**config.mk**
```make
export PLATFORM = sky130hd
export DESIGN_NAME = reg_writeback_unit
export DESIGN_NICKNAME = d
export VERILOG_FILES = /design/src/rtl/reg_writeback_unit.sv
export SDC_FILE = /design/constraint.sdc
export NUM_CORES = 1
export LEC_CHECK = 0
export BUFFER_PORTS_ARGS = -buffer_cell sky130_fd_sc_hd__buf_2
export CORE_MARGIN = 2
export CORE_UTILIZATION = 44
export CTS_CLUSTER_DIAMETER = 150
export DETAILED_ROUTE_END_ITERATION = 8
export PLACE_DENSITY = 0.77
export REMOVE_ABC_BUFFERS = 1
export SYNTH_ARGS = -nofsm -noshare
export SYNTH_HDL_FRONTEND = slang
export SYNTH_SLANG_ARGS = --single-unit
```
**constraint.sdc**
```tcl
create_clock -name clk -period 2.1 [get_ports clk]
set_input_delay 0.21 -clock clk [delete_from_list [all_inputs] [get_ports clk]]
set_output_delay 0.21 -clock clk [all_outputs]
set_load 0.02 [all_outputs]
```
**src/rtl/reg_writeback_unit.sv**
```systemverilog
// Register-file write side: retires ALU/PC+4 results directly and stalls for load data.
// Optional `WB_RETIRE_CNT_EN adds a 64-bit retired-instruction counter port.
module reg_writeback_unit #(
  parameter int MEM_TIMEOUT = 16
) (
  input  logic        clk,
  input  logic        rst_n,
  input  logic        wb_valid,
  output logic        wb_ready,
  input  logic [1:0]  wb_sel,
  input  logic        rf_wen,
  input  logic [4:0]  rd_addr,
  input  logic [31:0] alu_out,
  input  logic [31:0] pc,
  input  logic [2:0]  funct3,
  input  logic        mem_rvalid,
  input  logic [31:0] mem_rdata,
  output logic        write_en,
  output logic [4:0]  write_addr,
  output logic [31:0] write_value,
  output logic        busy,
`ifdef WB_RETIRE_CNT_EN
  output logic [63:0] retire_cnt,
`endif
  output logic        mem_err
);

  typedef enum logic {IDLE, WAIT_MEM} state_t;

  localparam logic [7:0] TimeoutCycles = 8'(MEM_TIMEOUT);

  state_t      state_q, state_d;
  logic [7:0]  count_q, count_d;
  logic [4:0]  ldRd_q, ldRd_d;
  logic [2:0]  ldF3_q, ldF3_d;
  logic [1:0]  ldOff_q, ldOff_d;
  logic        ldWen_q, ldWen_d;
  logic        wen_q, wen_d;
  logic [4:0]  waddr_q, waddr_d;
  logic [31:0] wval_q, wval_d;
  logic        err_q, err_d;
  logic        retire;

  // Extract and extend the addressed byte/halfword from the aligned word.
  function automatic logic [31:0] fmtLoad(input logic [2:0] f3, input logic [1:0] off,
                                          input logic [31:0] data);
    logic [7:0]  b;
    logic [15:0] h;
    logic [31:0] res;
    case (off)
      2'd0:    b = data[7:0];
      2'd1:    b = data[15:8];
      2'd2:    b = data[23:16];
      default: b = data[31:24];
    endcase
    h = off[1] ? data[31:16] : data[15:0];
    case (f3)
      3'b000:  res = {{24{b[7]}}, b};
      3'b001:  res = {{16{h[15]}}, h};
      3'b100:  res = {24'd0, b};
      3'b101:  res = {16'd0, h};
      default: res = data;
    endcase
    return res;
  endfunction

  always_comb begin
    state_d = state_q;
    count_d = count_q;
    ldRd_d  = ldRd_q;
    ldF3_d  = ldF3_q;
    ldOff_d = ldOff_q;
    ldWen_d = ldWen_q;
    wen_d   = 1'b0;
    waddr_d = waddr_q;
    wval_d  = wval_q;
    err_d   = err_q;
    retire  = 1'b0;
    case (state_q)
      IDLE: begin
        if (wb_valid) begin
          if (wb_sel == 2'b10) begin
            ldRd_d  = rd_addr;
            ldF3_d  = funct3;
            ldOff_d = alu_out[1:0];
            ldWen_d = rf_wen;
            count_d = 8'd0;
            state_d = WAIT_MEM;
          end else begin
            retire = 1'b1;
            if (wb_sel != 2'b00 && rf_wen && rd_addr != 5'd0) begin
              wen_d   = 1'b1;
              waddr_d = rd_addr;
              wval_d  = (wb_sel == 2'b01) ? alu_out : pc + 32'd4;
            end
          end
        end
      end
      WAIT_MEM: begin
        // Data arriving on the final allowed cycle still beats the timeout.
        if (mem_rvalid) begin
          retire  = 1'b1;
          state_d = IDLE;
          if (ldWen_q && ldRd_q != 5'd0) begin
            wen_d   = 1'b1;
            waddr_d = ldRd_q;
            wval_d  = fmtLoad(ldF3_q, ldOff_q, mem_rdata);
          end
        end else if (count_q + 8'd1 == TimeoutCycles) begin
          err_d   = 1'b1;
          state_d = IDLE;
        end else begin
          count_d = count_q + 8'd1;
        end
      end
      default: state_d = IDLE;
    endcase
  end

  always_ff @(posedge clk) begin
    if (!rst_n) begin
      state_q <= IDLE;
      count_q <= 8'd0;
      ldRd_q  <= 5'd0;
      ldF3_q  <= 3'd0;
      ldOff_q <= 2'd0;
      ldWen_q <= 1'b0;
      wen_q   <= 1'b0;
      waddr_q <= 5'd0;
      wval_q  <= 32'd0;
      err_q   <= 1'b0;
    end else begin
      state_q <= state_d;
      count_q <= count_d;
      ldRd_q  <= ldRd_d;
      ldF3_q  <= ldF3_d;
      ldOff_q <= ldOff_d;
      ldWen_q <= ldWen_d;
      wen_q   <= wen_d;
      waddr_q <= waddr_d;
      wval_q  <= wval_d;
      err_q   <= err_d;
    end
  end

`ifdef WB_RETIRE_CNT_EN
  logic [63:0] retireCnt_q;

  always_ff @(posedge clk) begin
    if (!rst_n) begin
      retireCnt_q <= 64'd0;
    end else if (retire) begin
      retireCnt_q <= retireCnt_q + 64'd1;
    end
  end

  assign retire_cnt = retireCnt_q;
`else
  logic unusedRetire;
  assign unusedRetire = retire;
`endif

  assign wb_ready    = (state_q == IDLE);
  assign busy        = (state_q == WAIT_MEM);
  assign write_en    = wen_q;
  assign write_addr  = waddr_q;
  assign write_value = wval_q;
  assign mem_err     = err_q;

endmodule
```
==> impl_metrics.tcl, run 1 <==
set metrics [dict create \
    outcome "complete, no violations" \
    syn2layout_area_growth_pct 30.68 \
    grt_pass1_wl_um 20930 \
    worst_slack_ps 41.27 \
    reg2reg_setup_slack_ps 40 \
    max_freq_mhz 485.7 \
    tightestPinTransition_ps 575.9 \
    fin_crit_sh_pct 98.03 \
    post-place-ws_ps 14.56 \
    startpoint_type "flop" \
    syn_avg_cell_area_um2 7.572 \
    cpPeakStageDelay_ps 490 \
    grt_pass1_vias 4327 \
    start_util_pct 45.80 \
    power.leakage_nw 2.202 \
    tns_ps 0 \
    hold_violations 0 \
    vdd_drop_max_uv 251.5 \
    crit_slowest_cell "mux4_2" \
    synth_top_family_by_area "compound AO/OA/AOI/OAI gates" \
    cts_tree "built" \
    drcViolationCount 0 \
    yosys.area.top_type "dfxtp_1" \
    grtUsageTotal_pct 27.21 \
    final_cell_area_um2 4967 \
    synthCells 502 \
    cts_root_buf "clkbuf_8" \
    nets 766 \
    crit_path_end_kind "flop" \
    cp_top_family "simple AND/OR/NAND/NOR gates" \
    cts_resized 0 \
    maxSlewViolCount 0 \
    die_h_um 96.95 \
    clk_pin_slew_ps 70 \
    cp_max_fo 7 \
    critPathBufInv 1 \
    yosysTopAreaCellShare_pct 31.07 \
    cts_made_buffers 9 \
    slew_headroom_pct 61.51 \
    ant_nets 0 \
    ios 152 \
    synth_compound_area_share_pct 29.66 \
    worst-setup-path-type "reg2reg" \
    routed_wl_um 13120 \
    vias_per_cell 5.959 \
    netlist_area_um2 3801 \
    p_total_mw 2.799 \
    skew_ps 10.04 \
    drive_gt1_share_pct 31.16 \
    vias 4553 \
    die-width_um 96.95 \
    synth-main-ff-cell "dfxtp_1" \
    die_area_um2 9398 \
    synthMuxAreaShare_pct 2.436 \
    gp_congestion 0.9692 \
    setup_viol 0 \
    synth_edf_count 0 \
    ctsHoldBuffers 0 \
    rows 33 \
    post-synth-top-count-cell "nand2_1" \
    crit_required_ps 2330 \
    synth_fa_ha_area_share_pct 0.6583 \
    synth_xor_area_share_pct 6.221 \
    holdCritStartpoint "rf_wen" \
    nFillCells 779 \
    io_buffers 151 \
    holdPathEnd "ldWen_q" \
    rsz0062_at_grt "true" \
    synthArstFlopShare_pct 0 \
    htree_levels 3 \
    synth-seq-area-share_pct 31.07 \
    maxCapViolCount 0 \
    r2r_end "write_value[20]" \
    clk_latency_ps 340 \
    ys_warn_count 0 \
    cp_data_arrival_time_ps 2290 \
    grt.overflow.total 0 \
    hpwl_um 10060 \
    clock-sinks 59 \
    routedWlPerCell_um 17.17 \
    hold_depth 3 \
    ys_types 46 \
    drt_pre_antenna_iters 5 \
    core_area_um2 8299 \
    hold_slack_ps 128.2 \
    hp-class "in2reg" \
    initialDrtViolationCount 317 \
    pwr_density_cell_nw_per_um2 563.6 \
    synth.top_cells.by_area "dfxtp_1 31%, nand2_1 7.0%, o21ai_0 5.8%" \
    r2r-start "ldOff_q[1]" \
    placed_area_um2 4727 \
    antenna_found_initial 0 \
    reg2reg_depth 7 \
    cts_setup_buffers 0 \
    period_minus_slack_ps 2059 \
    ys_top_cells_by_count "71 x nand2_1, 59 x dfxtp_1, 44 x o21ai_0, 37 x a21oi_1, 29 x clkbuf_1" \
    synth-simple-area-share_pct 24.23 \
    worstSetupStartpoint "ldOff_q[1]" \
    grt_max_degree 35 \
    clockBufferDepth 2 \
    crit_chain "mux4_2 -> nor4b_4 -> nor2b_4 -> or3_4 -> buf_4 -> o221ai_1 -> a21boi_1" \
    yosys_register_bits 59 \
]
[kinds of logic (layout without fill, tap and decap cells)]
kind of cell             after synthesis  count (layout)
AND/OR/NAND/NOR                      182             182
AO/OA/AOI/OAI                        173             173
flip-flops                            59              59
buffers and inverters                 51             207
XOR/XNOR                              27              27
multiplexers                           8               8
adder cells (fa/ha/maj)                2               2
other                                  0               1
[power by group]
group          leakage [nW]  internal [mW]  switching (mW)  total, mW
Sequential            0.480           1.16          0.0278       1.19
Combinational          1.62          0.236           0.339      0.575
Clock                0.0977          0.555           0.479       1.03
[worst min-delay path, stage by stage]
cell and delay [ps]:
buf_2 100, nand2_1 40, a21boi_0 70
[cells in the final DEF (no fill, tap or decap), types with 9 or more instances in the layout]
| cell | Yosys | layout |
|---|---|---|
| dfxtp_1 | 59 | 58 |
| nand4_1 | 10 | 10 |
| nor2b_1 | 14 | 14 |
| a21boi_0 | 16 | 15 |
| xnor2_1 | 20 | 20 |
| clkbuf_8 | 0 | 13 |
| nand3_1 | 25 | 25 |
| nor2_1 | 19 | 19 |
| nor3_1 | 10 | 10 |
| buf_2 | 3 | 151 |
| buf_4 | 0 | 22 |
| a21oi_1 | 37 | 35 |
| o221ai_1 | 25 | 25 |
| a211oi_1 | 11 | 9 |
| o21ai_0 | 44 | 44 |
| a31oi_1 | 18 | 18 |
| inv_1 | 15 | 15 |
| nand2_1 | 71 | 71 |
[final cells by class]
class	count	area, um2	share of cell area (%)
Clock buffer	13	178.9	3.602
Antenna cell	1	2.502	0.05038
Multi-Input combinational cell	392	2432	48.97
Sequential cell	59	1182	23.80
Inverter	15	56.30	1.134
Timing Repair Buffer	176	963.4	19.40
Tap cell	105	131.4	2.645
Clock inverter	3	20.02	0.4030
[sequential cells by signal (all words and copies together), names as in the netlist]
signal       count
ldRd_q           5
write_en         1
ldF3_q           3
busy             1
mem_err          1
write_value     32
ldOff_q          2
write_addr       5
count_q          8
ldWen_q          1
[through the flow]
stage / utilization [%] / cells
after detailed placement: 56.96 / 747
after CTS: 59.35 / 763
after global routing: 59.82 / 763
after global placement: 56.96 / 747
after floorplan: - / 466
final: 59.85 / 764
[metal layers]
metal  track usage [%]  wire [um]
met5                 0          0
met4             13.33        448
met3             5.853       1181
met2             42.52       6103
met1             35.60       5385
[how the worst max path moves through the flow]
stage / to / cells past startpoint / slack (ps)
floorplan: write_value[20] / 6 / -460
global placement: write_value[20] / 7 / 60
detailed placement: write_value[20] / 7 / 10
CTS: write_value[20] / 7 / 7
global route: write_value[20] / 7 / -9
finish: write_value[20] / 7 / 40
Power figures use the tool's default switching activity.
==> inputs of run 2 (changes only) <==
==> constraint.sdc (replaced) <==
create_clock -name clk -period 1.7 [get_ports clk]
set_input_delay 0.17 -clock clk [delete_from_list [all_inputs] [get_ports clk]]
set_output_delay 0.17 -clock clk [all_outputs]
set_load 0.02 [all_outputs]
==> impl_metrics.tcl, run 2 (synthesized netlist as in run 1, its figures left out) <==
set metrics [dict create \
    skew_ps 12.06 \
    rsz0062_at_grt "true" \
    drt_pre_antenna_iters 5 \
    crit_required_ps 1940 \
    layout_commonest_cell "buf_2" \
    final_cell_area_um2 5783 \
    crit_path_end_kind "flop" \
    period_minus_slack_ps 2045 \
    pwr_density_cell_nw_per_um2 666.8 \
    clk_pin_slew_ps 80 \
    mostFrequentLayoutCells "151 x buf_2, 63 x nand2_1, 54 x dfxtp_1" \
    cts_made_buffers 9 \
    die_area_um2 9398 \
    vdd_drop_max_uv 464.0 \
    ant_nets 0 \
    maxSlewViolCount 0 \
    cts_tree "built" \
    slew_headroom_pct 67.38 \
    ios 152 \
    post-place-ws_ps -407.1 \
    reg2reg_setup_slack_ps -340 \
    endpoint "write_value[19]" \
    die-width_um 96.95 \
    hp-class "in2reg" \
    routed_wl_um 15850 \
    grt_pass1_vias 4586 \
    path_depth 7 \
    startpoint_type "flop" \
    cp_data_arrival_time_ps 2280 \
    rows 33 \
    crit_chain "mux4_2 -> nor4b_4 -> nor2b_4 -> or3_4 -> buf_8 -> a211oi_2 -> nor3_1" \
    num_antenna_cells 0 \
    tns_ps -8103 \
    routedWlPerCell_um 19.66 \
    vias_per_cell 6.191 \
    grt_pass1_wl_um 22940 \
    grt_max_degree 35 \
    nets 810 \
    die_h_um 96.95 \
    gp_congestion 0.9498 \
    setup_viol 38 \
    violations "setup timing" \
    tightestPinTransition_ps 486.0 \
    syn2layout_area_growth_pct 52.14 \
    placed_area_um2 4987 \
    cp_top_family "simple AND/OR/NAND/NOR gates" \
    hold_violations 0 \
    largest_register_ffs 32 \
    holdCritStartpoint "funct3[0]" \
    core_area_um2 8299 \
    hold_slack_ps 55.38 \
    r2r-start "ldOff_q[1]" \
    clockBufferDepth 2 \
    drive_gt1_share_pct 43.22 \
    drcViolationCount 0 \
    io_buffers 151 \
    vias 4990 \
    post-route-util_pct 69.68 \
    htree_levels 3 \
    initialDrtViolationCount 613 \
    cts_root_buf "clkbuf_8" \
    clk_latency_ps 360 \
    grt.overflow.total 0 \
    maxCapViolCount 0 \
    power.leakage_nw 2.521 \
    cpPeakStageDelay_ps 490 \
    r2r_end "write_value[19]" \
    cp_max_fo 8 \
    fin_crit_sh_pct 120.3 \
    clock-sinks 59 \
    worstSetupStartpoint "ldOff_q[1]" \
    critPathBufInv 1 \
    worst_slack_ps -344.8 \
    start_util_pct 45.80 \
    worst-setup-path-type "reg2reg" \
    ctsHoldBuffers 0 \
    reg2reg_depth 7 \
    grtUsageTotal_pct 30.22 \
    outcome "finished, violations left" \
    crit_slowest_cell "mux4_2" \
    max_freq_mhz 489.0 \
    antenna_found_initial 0 \
    hpwl_um 10430 \
]
run 2: repair_timing:
action,in CTS,in global routing
gates resized for setup,69,58
cloned,3,3
pin swaps,11,10
endpoints found under the setup margin,39,43
buffers inserted,2,4
endpoints found under the hold margin,0,0
run 2: where the power goes:
part / switching, mW / internal (mW) / total (mW)
sequential: 0.0442 / 1.44 / 1.48
combinational: 0.518 / 0.392 / 0.910
clock: 0.613 / 0.852 / 1.47
run 2: cell type report:
| cell class | count | area [um2] |
|---|---|---|
| Clock buffer | 10 | 137.6 |
| Clock inverter | 5 | 77.57 |
| Fill cell | 608 | 2516 |
| Inverter | 15 | 63.81 |
| Multi-Input combinational cell | 392 | 2741 |
| Sequential cell | 59 | 1187 |
| Tap cell | 105 | 131.4 |
| Timing Repair Buffer | 219 | 1436 |
| Timing Repair inverter | 1 | 7.507 |
run 2: through the flow:
step	power (mW)	instances
2_1_floorplan	1.827	466
4_1_cts	3.734	800
5_1_grt	3.975	806
3_5_place_dp	2.239	780
6_report	3.856	806
3_3_place_gp	2.223	780
run 2: worst reg2reg max path, cell delays in order (launching register included):
cell	delay (ps)
dfxtp_2	350
mux4_2	490
nor4b_4	140
nor2b_4	130
or3_4	400
buf_8	170
a211oi_2	180
nor3_1	70
run 2: worst min-delay path by stage:
| stage | endpoint | slack [ps] | depth (start not counted) |
|---|---|---|---|
| global route | ldF3_q[0] | 80 | 3 |
| finish | ldF3_q[0] | 60 | 3 |
| floorplan | write_value[15] | 280 | 1 |
| detailed placement | ldF3_q[0] | 440 | 3 |
| global placement | ldF3_q[0] | 430 | 3 |
| CTS | ldF3_q[0] | 60 | 3 |
run 2: metal layers:
layer / wire length (um) / global-route usage, % / part of all wire (%) / vias up
met5: 0 / 0 / 0 / -
met4: 852 / 14.30 / 5.4 / 0
met3: 1731 / 7.803 / 11 / 96
met2: 7301 / 48.24 / 46 / 382
met1: 5963 / 38.03 / 38 / 2269
li1: - / - / - / 2243
